[config.mk]
export PLATFORM = sky130hd
export DESIGN_NAME = spi_master_fifo_flat
export DESIGN_NICKNAME = d
export VERILOG_FILES = /design/src/rtl/spi_master_fifo_if.sv /design/src/rtl/spi_master_fifo.sv /design/src/flat_wrapper.sv
export SDC_FILE = /design/constraint.sdc
export NUM_CORES = 1
export LEC_CHECK = 0
export CAP_MARGIN = 30
export CORE_MARGIN = 5
export CORE_UTILIZATION = 35
export CTS_CLUSTER_DIAMETER = 60
export DETAILED_ROUTE_END_ITERATION = 10
export PLACE_DENSITY = 0.6
export SYNTH_ARGS = -nofsm -noshare
export SYNTH_HDL_FRONTEND = slang
export SYNTH_SLANG_ARGS = --single-unit
[constraint.sdc]
create_clock -name Mclk -period 6.75 [get_ports Mclk]
set_input_delay 1.35 -clock Mclk [delete_from_list [all_inputs] [get_ports Mclk]]
set_output_delay 1.35 -clock Mclk [all_outputs]
set_load 0.05 [all_outputs]
[src/rtl/spi_master_fifo_if.sv]
// Host-side bundle of the FIFO-fed SPI master.
// master = host logic, slave = spi_master_fifo.
interface spi_master_fifo_if #(
  parameter int DATA_W   = 8,
  parameter int RX_WORDS = 15
);
  logic [DATA_W-1:0]          Data_in;
  logic                       Data_available;
  logic                       Read_request;
  logic [RX_WORDS*DATA_W-1:0] Data_out;
  logic                       rx_valid;
  logic                       tx_full;
  logic                       tx_empty;
  logic                       tx_drop;
  logic                       busy;

  modport master (
    output Data_in, Data_available, Read_request,
    input  Data_out, rx_valid, tx_full, tx_empty,
    input  tx_drop, busy
  );

  modport slave (
    input  Data_in, Data_available, Read_request,
    output Data_out, rx_valid, tx_full, tx_empty,
    output tx_drop, busy
  );
endinterface

[src/rtl/spi_master_fifo.sv]
// SPI master with TX FIFO, multi-word read frames,
// selectable CPOL/CPHA and fixed SCLK divider.
module spi_master_fifo #(
  parameter int DATA_W   = 8,
  parameter int TX_DEPTH = 4,
  parameter int RX_WORDS = 15,
  parameter int CLK_DIV  = 10,
  parameter bit CPOL     = 1'b0,
  parameter bit CPHA     = 1'b0,
  parameter int CS_GAP   = 2
) (
  input  logic        Mclk,
  input  logic        nReset,
  spi_master_fifo_if.slave host,
  input  logic        spi_miso,
  output logic        spi_clk,
  output logic        spi_cs,
  output logic        spi_mosi
);
  localparam int NBR  = RX_WORDS * DATA_W;
  localparam int AW   = $clog2(TX_DEPTH);
  localparam int AW1  = AW + 1;
  localparam int EW   = $clog2(2 * NBR + 1);
  localparam int GAPC = CS_GAP * CLK_DIV;
  localparam int CW   = $clog2(GAPC + CLK_DIV + 1);

  localparam logic [AW:0]   DEPTH   = AW1'(TX_DEPTH);
  localparam logic [CW-1:0] DIV_END = CW'(CLK_DIV - 1);
  localparam logic [CW-1:0] GAP_END = CW'(GAPC - 1);
  localparam logic [EW-1:0] E_RD_L  = EW'(2 * NBR - 1);
  localparam logic [EW-1:0] E_WR_L  = EW'(2 * DATA_W - 1);

  typedef enum logic [2:0] {
    IDLE, SETUP, SHIFT, HOLD, GAP
  } state_t;

  state_t state, state_n;

  logic              da_q, rr_q, pend;
  logic [DATA_W-1:0] mem [TX_DEPTH];
  logic [DATA_W-1:0] head;
  logic [AW-1:0]     wr_ptr, rd_ptr;
  logic [AW:0]       count;
  logic [CW-1:0]     cnt, limit;
  logic [EW-1:0]     edges;
  logic              rd_frame;
  logic [DATA_W-1:0] tx_sr;
  logic [NBR-1:0]    rx_sr;
  logic              push, pop, wr_en, full, empty;
  logic              phase_end, last_edge, lead;

  assign push  = host.Data_available & ~da_q;
  assign full  = count == DEPTH;
  assign empty = count == '0;
  assign pop   = state == IDLE && !pend && !empty;
  assign wr_en = push && (!full || pop);
  assign head  = mem[rd_ptr];

  assign host.tx_full  = full;
  assign host.tx_empty = empty;
  assign host.busy     = state != IDLE;

  assign limit     = state == GAP ? GAP_END : DIV_END;
  assign phase_end = cnt == limit;
  assign lead      = ~edges[0];
  assign last_edge = edges == (rd_frame ? E_RD_L : E_WR_L);

  always_comb begin
    state_n = state;
    unique case (state)
      IDLE:  if (pend || !empty) state_n = SETUP;
      SETUP: if (phase_end) state_n = SHIFT;
      SHIFT: if (phase_end && last_edge) state_n = HOLD;
      HOLD:  if (phase_end) state_n = GAP;
      GAP:   if (phase_end) state_n = IDLE;
      default: state_n = IDLE;
    endcase
  end

  always_ff @(posedge Mclk or negedge nReset) begin
    if (!nReset) state <= IDLE;
    else         state <= state_n;
  end

  always_ff @(posedge Mclk) begin
    if (wr_en) mem[wr_ptr] <= host.Data_in;
  end

  always_ff @(posedge Mclk or negedge nReset) begin
    if (!nReset) begin
      da_q         <= 1'b0;
      rr_q         <= 1'b0;
      pend         <= 1'b0;
      wr_ptr       <= '0;
      rd_ptr       <= '0;
      count        <= '0;
      host.tx_drop <= 1'b0;
    end else begin
      da_q         <= host.Data_available;
      rr_q         <= host.Read_request;
      host.tx_drop <= push && full && !pop;
      if (wr_en) wr_ptr <= wr_ptr + 1'b1;
      if (pop)   rd_ptr <= rd_ptr + 1'b1;
      count <= count + AW1'(wr_en) - AW1'(pop);
      // a strobe while the request is still queued is dropped
      if (state == IDLE && pend)
        pend <= 1'b0;
      else if (host.Read_request && !rr_q)
        pend <= 1'b1;
    end
  end

  always_ff @(posedge Mclk or negedge nReset) begin
    if (!nReset) begin
      cnt           <= '0;
      edges         <= '0;
      rd_frame      <= 1'b0;
      tx_sr         <= '0;
      rx_sr         <= '0;
      spi_clk       <= CPOL;
      spi_cs        <= 1'b1;
      spi_mosi      <= 1'b0;
      host.Data_out <= '0;
      host.rx_valid <= 1'b0;
    end else begin
      host.rx_valid <= 1'b0;
      if (state == IDLE || phase_end) cnt <= '0;
      else                            cnt <= cnt + 1'b1;
      unique case (state)
        IDLE: if (pend || !empty) begin
          spi_cs   <= 1'b0;
          edges    <= '0;
          rd_frame <= pend;
          if (pend) begin
            tx_sr    <= '0;
            spi_mosi <= 1'b0;
          end else if (CPHA) begin
            tx_sr    <= head;
            spi_mosi <= 1'b0;
          end else begin
            tx_sr    <= head << 1;
            spi_mosi <= head[DATA_W-1];
          end
        end
        SHIFT: if (phase_end) begin
          spi_clk <= ~spi_clk;
          edges   <= edges + 1'b1;
          // launch edge vs capture edge depends on CPHA
          if (lead == CPHA) begin
            spi_mosi <= tx_sr[DATA_W-1];
            tx_sr    <= tx_sr << 1;
          end else if (rd_frame) begin
            rx_sr <= {rx_sr[NBR-2:0], spi_miso};
          end
        end
        HOLD: if (phase_end) begin
          spi_cs   <= 1'b1;
          spi_mosi <= 1'b0;
          if (rd_frame) begin
            host.Data_out <= rx_sr;
            host.rx_valid <= 1'b1;
          end
        end
        default: ;
      endcase
    end
  end
endmodule
[src/flat_wrapper.sv]
// flat-port wrapper written by rule: the top's interface ports become plain ports
module spi_master_fifo_flat 
#(
  parameter int DATA_W   = 8,
  parameter int TX_DEPTH = 4,
  parameter int RX_WORDS = 15,
  parameter int CLK_DIV  = 10,
  parameter bit CPOL     = 1'b0,
  parameter bit CPHA     = 1'b0,
  parameter int CS_GAP   = 2
)
  (Mclk, nReset, spi_miso, spi_clk, spi_cs, spi_mosi, host_Data_in, host_Data_available, host_Read_request, host_Data_out, host_rx_valid, host_tx_full, host_tx_empty, host_tx_drop, host_busy);
  spi_master_fifo_if #(.DATA_W(DATA_W), .RX_WORDS(RX_WORDS)) host_i ();
  input  logic Mclk;
  input  logic nReset;
  input  logic spi_miso;
  output logic spi_clk;
  output logic spi_cs;
  output logic spi_mosi;
  input wire logic [$bits(host_i.Data_in)-1:0] host_Data_in;
  input wire logic [$bits(host_i.Data_available)-1:0] host_Data_available;
  input wire logic [$bits(host_i.Read_request)-1:0] host_Read_request;
  output wire logic [$bits(host_i.Data_out)-1:0] host_Data_out;
  output wire logic [$bits(host_i.rx_valid)-1:0] host_rx_valid;
  output wire logic [$bits(host_i.tx_full)-1:0] host_tx_full;
  output wire logic [$bits(host_i.tx_empty)-1:0] host_tx_empty;
  output wire logic [$bits(host_i.tx_drop)-1:0] host_tx_drop;
  output wire logic [$bits(host_i.busy)-1:0] host_busy;
  assign host_i.Data_in = host_Data_in;
  assign host_i.Data_available = host_Data_available;
  assign host_i.Read_request = host_Read_request;
  assign host_Data_out = host_i.Data_out;
  assign host_rx_valid = host_i.rx_valid;
  assign host_tx_full = host_i.tx_full;
  assign host_tx_empty = host_i.tx_empty;
  assign host_tx_drop = host_i.tx_drop;
  assign host_busy = host_i.busy;
  spi_master_fifo #(.DATA_W(DATA_W), .TX_DEPTH(TX_DEPTH), .RX_WORDS(RX_WORDS), .CLK_DIV(CLK_DIV), .CPOL(CPOL), .CPHA(CPHA), .CS_GAP(CS_GAP)) u_core (.Mclk(Mclk), .nReset(nReset), .host(host_i), .spi_miso(spi_miso), .spi_clk(spi_clk), .spi_cs(spi_cs), .spi_mosi(spi_mosi));
endmodule
Word level (Yosys, flattened, before mapping)
Memories as Yosys holds them, arrays and structs flattened.
Index checks and enable logic that the tools add are counted.

storage, ports and cells
  logic and storage cells = 108
  bits in registers = 280
  output and inout port bits = 128
  memories = 1
  RAM bits = 32
  input bits = 13

memories
  name        words  bits a word  read ports  clocked after memory_dff  wr ports  RTL line               source
  u_core.mem  4      8            1           0                         1         spi_master_fifo.sv:40  logic [DATA_W-1:0] mem [TX_DEPTH];

cells by class
  add/subtract/negate cells = 6
  bitwise operators = 4
  equality and inequality tests = 14
  reductions and logical operators = 32
  mux-type cells = 33

operators by type and width
  operator               count
  $mux W8                7
  $pmux W8 S2            2
  $mux W3                5
  $pmux W3 S5            1
  $mux W1                14
  $ne A2 B1 Y1 const B   6
  $mux W5                2
  $reduce_and A5 Y1      2
  $reduce_and A3 Y1      3
  $add A8 B1 Y8 const B  1
  $eq A8 B8 Y1           1
  $logic_and A1 B1 Y1    8
  $reduce_and A4 Y1      2
  $eq A3 B2 Y1 const B   2
  $eq A3 B3 Y1 const B   2
  $logic_not A3 Y1       2
  $reduce_bool A2 Y1     3
  $reduce_bool A3 Y1     2
  $add A5 B1 Y5 const B  1
  $eq A5 B5 Y1           1
  $logic_not A1 Y1       5
  $add A2 B1 Y2 const B  2
  $reduce_and A2 Y1      2
  $add A3 B1 Y3          1
  other kinds (8)        12

Logic depth before layout (Yosys ltp)
  word-level depth = 7
  mapped depth = 11

Worst setup path after synthesis
Ideal clock, no wire load.

  path type = register -> register
  start point = register u_core.count[1]
  end point = register u_core.count[1]
  period minus slack after synthesis = 3.068 ns
  cell stages (with the launch flop) = 9
  path slack = 3.682 ns
  required time = 6.686 ns
  setup time = 0.064 ns
  path buffers = 1
  arrival time = 3.004 ns
  path through = dfrtp_1 nor3b_1 o21ai_0 and3b_1 buf_2 ha_1 inv_1 fa_1 inv_1

RTL lines
  element                 RTL line                source
  from (decl)             spi_master_fifo.sv:43   logic [AW:0] count;
  from (signal assigned)  spi_master_fifo.sv:104  count <= count + AW1'(wr_en) - AW1'(pop);
  $eq A3 B3 Y1            spi_master_fifo.sv:53   assign full = count == DEPTH;
  named net host_tx_full  flat_wrapper.sv:25      output wire logic [$bits(host_i.tx_full)-1:0] host_tx_full;
  $logic_not A1 Y1        spi_master_fifo.sv:56   assign wr_en = push && (!full || pop);
  $logic_or A1 B1 Y1      spi_master_fifo.sv:56
  $logic_and A1 B1 Y1     spi_master_fifo.sv:56
  named net u_core.wr_en  spi_master_fifo.sv:49   logic push, pop, wr_en, full, empty;
  $add A3 B1 Y3           spi_master_fifo.sv:104
  $sub A3 B1 Y3           spi_master_fifo.sv:104

The timed path passes the listed nets, and every way through them passes these cells.
A chain may end at the register's enable or synchronous reset.

Worst setup path after layout
  start point = register u_core.state[1]
  end point = output port host_busy

between the ends
  longest elaborated chain between the ends = 1

ends and longest elaborated chain
  element                 RTL line               source
  from (decl)             spi_master_fifo.sv:37  state_t state, state_n;
  from (signal assigned)  spi_master_fifo.sv:82  else state <= state_n;
  $reduce_bool A3 Y1      spi_master_fifo.sv:61  assign host.busy = state != IDLE;
  to (decl)               flat_wrapper.sv:28     output wire logic [$bits(host_i.busy)-1:0] host_busy;

Every way passes these cells.

==> results.py <==
metrics = {
    "status": {
        "outcome": "complete, no violations",
    },
    "critical_path": {
        "path_class": "reg -> out",
        "worst_ep_arrival_time_ns": 2.56,
        "worstPathMaxFanout": 17,
        "r2r-start": "u_core.state[1]",
        "cp-start-kind": "flip-flop",
        "rrSetupSlack_ns": 3.27,
        "end_kind": "output port",
        "worstRegToRegCells": 5,
        "r2r-end": "u_core.rx_sr[21]",
        "cp-endpoint": "host_busy",
        "crit_required_ns": 5.40,
        "critPathLaunch": "u_core.state[1]",
    },
    "die": {
        "start_util": 0.355,
        "num_rows": 68,
        "fp.dieH_um": 197,
        "core-area_um2": 34600,
        "dieArea_um2": 38900,
        "ios": 141,
        "die_w_um": 197,
    },
    "grt": {
        "grt_pass1_wl_um": 36700,
        "grt_overflow": 0,
        "grt_use_total": 0.113,
        "grt_antenna_before_repair": 1,
        "grt_busiest_layer": "met2",
        "use_met2": 0.181,
        "grt_pass1_vias": 6791,
        "grtUsageMet1": 0.155,
        "grt_max_degree": 169,
        "grt_use_met3": 0.0295,
    },
    "placement": {
        "place_ws_ns": 3.25,
        "portBuffers": 140,
        "finalWeightedCongestion": 0.743,
        "hpwl_um": 13800,
    },
    "clock_tree": {
        "post_cts_buffers": 0,
        "cts_sinks": 311,
        "cts_buffer_depth": 3,
        "ctsHoldBuffers": 0,
        "clk_pin_slew_worst_paths_ns": 0.06,
        "worstSkewPairLatency_ns": 0.52,
        "cts_tree": "done",
        "ctsResizeCount": 0,
        "cts-root-buf": "clkbuf_16",
        "h-tree-depth": 2,
        "cts_buffers": 38,
    },
    "power_and_ir_drop": {
        "total_power_w": 0.00423,
        "ir_worst_vdd_v": 0.000226,
        "cellPowerDensity_nw_per_um2": 277,
        "leakagePower_nw": 7.31,
    },
    "final_layout": {
        "final_util": 0.442,
        "area_growth_pct": 24.5,
        "final_common_cell": "dfrtp_1",
        "nFillCells": 3162,
        "drive_gt1_frac": 0.147,
        "fin_nets": 911,
        "n_antenna_cell": 0,
        "most-common-layout-cells": "dfrtp_1, mux2_1, clkdlybuf4s50_1",
    },
    "sta": {
        "slew_headroom": 0.322,
        "worst_slack_ns": 2.84,
        "worstMarginPinSlew_ns": 1.02,
        "setup_viol_count_final": 0,
        "rsz0062_at_grt": "no",
        "finalMaxSlewViolations": 0,
        "finClkSkew_ns": 0.0168,
        "tns_ns": 0,
        "fin_crit_ns": 3.91,
        "finalHoldViolations": 0,
        "max_freq_mhz": 255,
        "fin_crit_sh": 0.580,
        "hold_ws_ns": 0.423,
    },
    "logic_synthesis": {
        "netlist_instances": 739,
        "avgSynthCellArea_um2": 16.6,
        "yosysTopAreaCellShare": 0.566,
        "async_reset_ff_frac": 0.897,
        "ys_ff_latch": 311,
        "syn-cell-area_um2": 12300,
        "yosysWarnings": 0,
        "synth.distinct_cells": 52,
        "synth.area.top_cells": "dfrtp_1, mux2_1, edfxtp_1",
        "ys_seq_area_frac": 0.647,
        "synth_flop_cell": "dfrtp_1",
        "yosys.area.top_type": "dfrtp_1",
        "synth_edf_count": 32,
        "syn_nets": 761,
    },
    "detailed_routing": {
        "vias": 6431,
        "drt_iter0_markers": 224,
        "drcViolationCount": 0,
        "wirelength_um": 21800,
        "ant_nets": 0,
        "firstDrtPassIters": 4,
        "viasPerCell": 4.68,
        "wire_per_inst_um": 15.8,
    },
    "flow_run": {
        "cap_viol_max_count": 0,
    },
    "min_path": {
        "hold_class": "reg -> reg",
    },
}
[stage by stage]
stage	std cells	area, um^2
6_report	1374	15300
5_1_grt	1374	15300
4_1_cts	1374	15300
3_5_place_dp	1304	13900
3_3_place_gp	1303	13900
2_1_floorplan	739	12300
[where the power goes]
part	internal, W	total (W)	switching [W]
registers	0.00193	0.00196	0.0000217
logic	0.0000543	0.000154	0.0000999
clock network	0.00134	0.00212	0.000785
[critical path: stages, from the launching register on]
cell,delay [ns]
dfrtp_1,0.53
nor3_2,0.57
inv_1,0.21
clkdlybuf4s50_1,0.75
[cell type report]
cell class	instances	area (um^2)	area share
Timing Repair Buffer	145	1480	0.0966
Clock buffer	50	1050	0.0684
Sequential cell	311	7940	0.520
Tap cell	455	569	0.0372
Inverter	10	37.5	0.00246
Multi-Input combinational cell	383	3920	0.256
Clock inverter	20	297	0.0194
[routing by layer]
metal  vias to the layer above  share of wire
met5                         -        0.00051
met4                         2          0.021
met3                        39          0.057
met2                       132           0.46
met1                      3265           0.46
li1                       2993              -
[worst min-delay path by stage]
stage	cells after the start	startpoint	slack, ns	endpoint
final	1	u_core.da_q	0.42	u_core.host.tx_drop
after global routing	1	u_core.da_q	0.46	u_core.host.tx_drop
after CTS	1	u_core.rr_q	0.43	u_core.pend
after detailed placement	1	u_core.rr_q	0.42	u_core.pend
after global placement	1	u_core.da_q	0.41	u_core.host.tx_drop
after floorplan	1	u_core.da_q	0.40	u_core.host.tx_drop
[cells in the mapped netlist (all sizes together), types with 3 or more instances]
cell type	n
nor3	7
xor2	3
nor3b	9
mux4	8
a22o	7
xnor2	6
nand3	9
dfrtp	278
o211ai	3
ha	8
inv	10
nor2	7
and2	5
and3	6
clkbuf	4
buf	31
nand2	13
a221o	5
edfxtp	32
mux2	250
o21ai	8
[sequential cells by signal, summed over array words and instances, names as in the netlist, 2 cells and up]
name	cells
u_core.wr_ptr	2
u_core.tx_sr	7
u_core.host.Data_out	120
u_core.rx_sr	120
u_core.mem	32
u_core.rd_ptr	2
u_core.edges	8
u_core.cnt	5
u_core.state	3
u_core.count	3
[logic make-up (layout without fill, tap and decap cells)]
| group | Yosys count | in the layout | synth area share |
|---|---|---|---|
| flip-flops | 311 | 311 | 0.647 |
| multiplexers | 259 | 259 | 0.245 |
| AND/OR/NAND/NOR | 74 | 74 | 0.0379 |
| buffers and inverters | 45 | 225 | 0.0342 |
| AO/OA/AOI/OAI | 32 | 32 | 0.0203 |
| adder cells (fa/ha/maj) | 9 | 9 | 0.00978 |
| XOR/XNOR | 9 | 9 | 0.00642 |
Note: power is estimated with default switching activity, not from simulation.
